**src/rtl/int_sequencer_pkg.sv**
```systemverilog
// Shared definitions for the interrupt entry/return sequencer: state encoding,
// default vector layout and the id-to-onehot helper.
package int_sequencer_pkg;

  typedef enum logic [2:0] {
    ST_IDLE   = 3'd0,
    ST_ENTRY  = 3'd1,
    ST_VECTOR = 3'd2,
    ST_ACTIVE = 3'd3,
    ST_RET    = 3'd4,
    ST_RESUME = 3'd5
  } seq_state_e;

  localparam int unsigned ID_W = 3;

  localparam logic [31:0] VEC_BASE_DEF   = 32'h0000_0400;
  localparam logic [31:0] VEC_STRIDE_DEF = 32'h0000_0010;

  localparam logic [ID_W-1:0] ONEHOT_NONE = 3'b000;
  localparam logic [ID_W-1:0] ONEHOT_ID1  = 3'b001;
  localparam logic [ID_W-1:0] ONEHOT_ID2  = 3'b010;
  localparam logic [ID_W-1:0] ONEHOT_ID3  = 3'b100;

  // Id 0 means "no interrupt" and maps to an empty mask.
  function automatic logic [ID_W-1:0] id_onehot(input logic [ID_W-1:0] id);
    logic [ID_W-1:0] mask;
    case (id)
      3'd1:    mask = ONEHOT_ID1;
      3'd2:    mask = ONEHOT_ID2;
      3'd3:    mask = ONEHOT_ID3;
      default: mask = ONEHOT_NONE;
    endcase
    return mask;
  endfunction

endpackage

```
**src/rtl/int_sequencer_prio_enc.sv**
```systemverilog
// Priority encoder: one-hot of the highest set bit of the input vector
// (all zeros when the input is zero).
module int_prio_enc #(
  parameter int unsigned W = 3
) (
  input  logic [W-1:0] vec_i,
  output logic [W-1:0] onehot_o
);

  // A bit survives only if no higher-numbered bit is set.
  for (genvar gi = 0; gi < W; gi++) begin : g_bit
    if (gi == W - 1) begin : g_top
      assign onehot_o[gi] = vec_i[gi];
    end else begin : g_lower
      assign onehot_o[gi] = vec_i[gi] & ~(|vec_i[W-1:gi+1]);
    end
  end

endmodule

```
**src/rtl/int_sequencer.sv**
```systemverilog
// Interrupt entry/return sequencer: saves EPC, marks the id in service, masks
// interrupts, redirects fetch to the handler, and unwinds on eret.
// Optional nesting while a handler runs is enabled by defining INT_NEST_EN.
module int_sequencer
  import int_sequencer_pkg::*;
#(
  parameter logic [31:0] VEC_BASE   = VEC_BASE_DEF,
  parameter logic [31:0] VEC_STRIDE = VEC_STRIDE_DEF
) (
  input  logic        clk,
  input  logic        rst_n,
  input  logic        en,
  input  logic        int_req,
  input  logic [2:0]  int_id,
  input  logic [31:0] pc,
  input  logic        eret,
  input  logic [31:0] epc,
  output logic        epc_w_en,
  output logic [31:0] epc_w_data,
  output logic        irs_set_en,
  output logic        irs_clr_en,
  output logic [2:0]  irs_w_mask,
  output logic        ie_w_en,
  output logic        ie_w_data,
  output logic        pc_redir,
  output logic [31:0] pc_redir_addr,
  output logic        busy
);

  seq_state_e      state_q;
  logic [ID_W-1:0] isr_q;
  logic [ID_W-1:0] id_q;

  logic [ID_W-1:0] ret_onehot;
  logic [ID_W-1:0] isr_ret_d;
  logic [31:0]     vec_addr;
  logic            take_int;
  logic            in_entry;
  logic            in_vector;
  logic            in_ret;
  logic            in_resume;

  int_prio_enc #(
    .W (ID_W)
  ) u_prio_enc (
    .vec_i    (isr_q),
    .onehot_o (ret_onehot)
  );

  assign take_int  = int_req && (int_id != 3'd0);
  assign isr_ret_d = isr_q & ~ret_onehot;

  // Handler vectors start at id 1; arithmetic wraps at 32 bits.
  assign vec_addr  = VEC_BASE + (({29'd0, id_q}) - 32'd1) * VEC_STRIDE;

  always_ff @(posedge clk) begin
    if (!rst_n) begin
      state_q <= ST_IDLE;
      isr_q   <= ONEHOT_NONE;
      id_q    <= 3'd0;
    end else if (en) begin
      case (state_q)
        ST_IDLE: begin
          if (take_int) begin
            id_q    <= int_id;
            state_q <= ST_ENTRY;
          end
        end
        ST_ENTRY: begin
          isr_q   <= isr_q | id_onehot(id_q);
          state_q <= ST_VECTOR;
        end
        ST_VECTOR: begin
          state_q <= ST_ACTIVE;
        end
        ST_ACTIVE: begin
          if (eret) begin
            state_q <= ST_RET;
`ifdef INT_NEST_EN
          end else if (take_int) begin
            // The coprocessor only raises ids that outrank the running handler.
            id_q    <= int_id;
            state_q <= ST_ENTRY;
`endif
          end
        end
        ST_RET: begin
          isr_q   <= isr_ret_d;
          state_q <= ST_RESUME;
        end
        ST_RESUME: begin
          state_q <= (isr_q == ONEHOT_NONE) ? ST_IDLE : ST_ACTIVE;
        end
        default: begin
          state_q <= ST_IDLE;
        end
      endcase
    end
  end

  // Strobes are qualified by en so a stalled pipeline never sees a write twice.
  assign in_entry  = en && (state_q == ST_ENTRY);
  assign in_vector = en && (state_q == ST_VECTOR);
  assign in_ret    = en && (state_q == ST_RET);
  assign in_resume = en && (state_q == ST_RESUME);

  assign epc_w_en   = in_entry;
  assign epc_w_data = in_entry ? pc : 32'd0;

  assign irs_set_en = in_entry;
  assign irs_clr_en = in_ret;

  always_comb begin
    irs_w_mask = ONEHOT_NONE;
    if (in_entry) begin
      irs_w_mask = id_onehot(id_q);
    end else if (in_ret) begin
      irs_w_mask = ~ret_onehot;
    end
  end

  assign ie_w_en   = in_entry || in_ret;
  assign ie_w_data = in_ret;

  assign pc_redir = in_vector || in_resume;

  always_comb begin
    pc_redir_addr = 32'd0;
    if (in_vector) begin
      pc_redir_addr = vec_addr;
    end else if (in_resume) begin
      pc_redir_addr = epc;
    end
  end

  assign busy = (state_q == ST_ENTRY) || (state_q == ST_VECTOR) ||
                (state_q == ST_RET)   || (state_q == ST_RESUME);

endmodule

```
**config.mk**
```make
export PLATFORM = sky130hd
export DESIGN_NAME = int_sequencer
export DESIGN_NICKNAME = d
export VERILOG_FILES = /design/src/rtl/int_sequencer_pkg.sv /design/src/rtl/int_sequencer_prio_enc.sv /design/src/rtl/int_sequencer.sv
export SDC_FILE = /design/constraint.sdc
export NUM_CORES = 1
export LEC_CHECK = 0
export BUFFER_PORTS_ARGS = -buffer_cell sky130_fd_sc_hd__buf_2
export CORE_MARGIN = 5
export CORE_UTILIZATION = 36
export CTS_CLUSTER_SIZE = 30
export DETAILED_ROUTE_END_ITERATION = 8
export HOLD_SLACK_MARGIN = 0.08
export PLACE_DENSITY = 0.87
export SLEW_MARGIN = 20
export SYNTH_ARGS = -nofsm -noshare
export SYNTH_HDL_FRONTEND = slang
export SYNTH_SLANG_ARGS = --single-unit
```
**constraint.sdc**
```tcl
create_clock -name clk -period 2.7 [get_ports clk]
set_clock_uncertainty 0.2 [all_clocks]
set_input_delay 0.27 -clock clk [delete_from_list [all_inputs] [get_ports clk]]
set_output_delay 0.27 -clock clk [all_outputs]
set_load 0.05 [all_outputs]
```
==> out/qor.csv <==
metric,value,unit
die_w,67.76,um
sw_frac_of_total,44.90,%
placed_area,0.001912,mm^2
port_buffers,145,
dieHeight,67.76,um
ioPinCount,146,
initial_core_util,36.57,%
nNetsFinal,380,
grt_pass1_wl,6872,um
cts.reportedPaths.clkPinSlew,0.07,ns
cts_buffers,3,
synth_fp_nets,239,
tns,0,ns
maxSlewViolCount,0,
ys_top_cells_by_count,"and2_1 (57), nand2_1 (11), o21ai_0 (11)",
cts_hold_buf,2,
yosysTopAreaCellShare,29.69,%
cts.sinks,9,
fmax,0.3983,GHz
synth-main-ff-cell,dfxtp_1,
h-tree-depth,1,
clock_latency,0.26,ns
diodes,0,
grt_usage,19.02,%
p_seq_share,27.7,%
layout-drive-gt1-share,52.81,%
start_kind,register,
status,completed,
min_path_type,in -> reg,
rsz0062_at_grt,false,
avgSynthCellArea,7.369,um^2
yosysWarnings,0,
rows,21,
crit_type,reg -> out,
core,0.003284,mm^2
globalRouteOverflowTotal,0,
cp-end-kind,output pin,
period_share,92.98,%
yosysSeqAreaShare,15.00,%
arrival,2.04,ns
vias_per_cell,4.587,
grt_max_degree,38,
totalWireLength,4867,um
p_sw,240.0,uW
place.detailed.hpwl,4058,um
cts_resized,0,
drv_cap,0,
fill_cells,304,
wl_per_cell,13.95,um
path_max_fanout,37,
synthDistinctLibCells,41,
postCtsSetupRepairBufs,0,
drt_iter0_drc,26,
yosys-top-cells-area,"and2_1 (30%), dfxtp_1 (15%), o21ai_0 (4.6%), ha_1 (4.2%), nand2_1 (3.4%)",
drtPass1Iterations,4,
areaGrowthSynthToFinish,63.02,%
cts_tree,built,
required,2.23,ns
grt_pass1_vias,1437,
combPwrFrac,51.9,%
antenna_found_initial,0,
detail-route-antenna-nets,0,
synthCells,163,
die_area,0.004591,mm^2
yosysMostFrequentCell,and2_1,
syn_area,0.001201,mm^2
vias,1601,
p_leak,0.001171,uW
p_per_area,273.0,mW/mm^2
setup_viol,0,
period_needed,2.511,ns
clockBufferDepth,2,
place.gp.congestion,0.8211,
p_int,294.6,uW
hold_violations,0,
relSlewSlack,62.44,%
worst_slew_pin_slew,0.5634,ns
cts-root-buf,clkbuf_4,
pwr-share-clk,20.4,%
ys_async_sr_fraction,0,%
vdd_drop_max,0.2778,mV
synth-edff-count,0,
yosysTopAreaCell,and2_1,
drc,0,
synth_seq_cells,9,
fin_area,0.001958,mm^2
[stage by stage]
step	total power [uW]	setup WS, ns	hold WS, ns	std cells	utilization, %
3_5_place_dp	425.5	0.4883	0.3437	343	58.21
2_1_floorplan	338.9	0.3781	0.2190	163	-
4_1_cts	534.9	0.2084	0.09496	349	59.62
5_1_grt	568.9	0.007626	0.1079	349	59.62
6_report	534.6	0.1894	0.09640	349	59.62
3_3_place_gp	422.1	0.5486	0.3177	343	58.21
[power by group through the flow]
stage	registers, uW	clock network (uW)	logic (uW)
6_report	148	109	278
2_1_floorplan	148	0	191
5_1_grt	150	121	299
3_3_place_gp	151	0	271
4_1_cts	148	109	278
3_5_place_dp	151	0	275
[worst max-delay path, stage by stage, from the launching register on]
cell and delay [ns]:
dfxtp_1 0.47, and4bb_2 0.76, nand3b_1 0.17, o21ai_0 0.10, buf_2 0.28
[cells by family (layout without fill, tap and decap cells)]
logic type	Yosys count	count (layout)	share of synthesized area (%)
simple gates	96	96	50.52
buf+inv	20	160	9.167
xor+xnor	3	3	2.813
mux	1	1	0.8334
fa+ha+maj	4	4	4.167
compound gates	30	30	17.50
flops	9	9	15.00
[worst paths after layout]
| path | start | to | slack (ns) | cells after the start |
|---|---|---|---|---|
| min reg2reg | id_q[1] | id_q[1] | 0.35 | 2 |
| max | state_q[1] | irs_w_mask[2] | 0.19 | 4 |
| max reg2reg | state_q[1] | isr_q[2] | 0.78 | 3 |
| min | eret | state_q[2] | 0.1 | 3 |
[final cells by class]
cell class / count / area [um^2] / area share, %
clock buffers: 4 / 26.28 / 1.342
inverters: 8 / 30.03 / 1.534
multi-input cells: 134 / 910.9 / 46.52
flip-flops and latches: 9 / 180.2 / 9.201
well taps: 46 / 57.56 / 2.939
repair buffers: 148 / 753.2 / 38.47
[cells in the final DEF, fill, tap and decap left out, drive strengths merged, types with 2 or more instances in the layout]
cell type	count
buf	146
and2	57
o21ai	11
nand2	11
dfxtp	9
inv	8
nor3	6
a21oi	5
nand2b	4
nand4	4
ha	4
clkbuf	4
xnor2	3
o31ai	3
and4bb	2
nand3b	2
o21a	2
nor2	2
dlygate4sd3	2
nand4bb	2
a211oi	2
[sequential cells by signal, indices dropped and copies added (netlist names)]
name,cells
id_q,3
isr_q,3
state_q,3
[routing by layer]
metal / share of wire, % / GRT usage (%)
met5: 0 / 0
met2: 43 / 27.83
met3: 14 / 8.153
met4: 0.70 / 3.038
met1: 43 / 26.04
No activity file was read; power rests on OpenSTA's default activity.
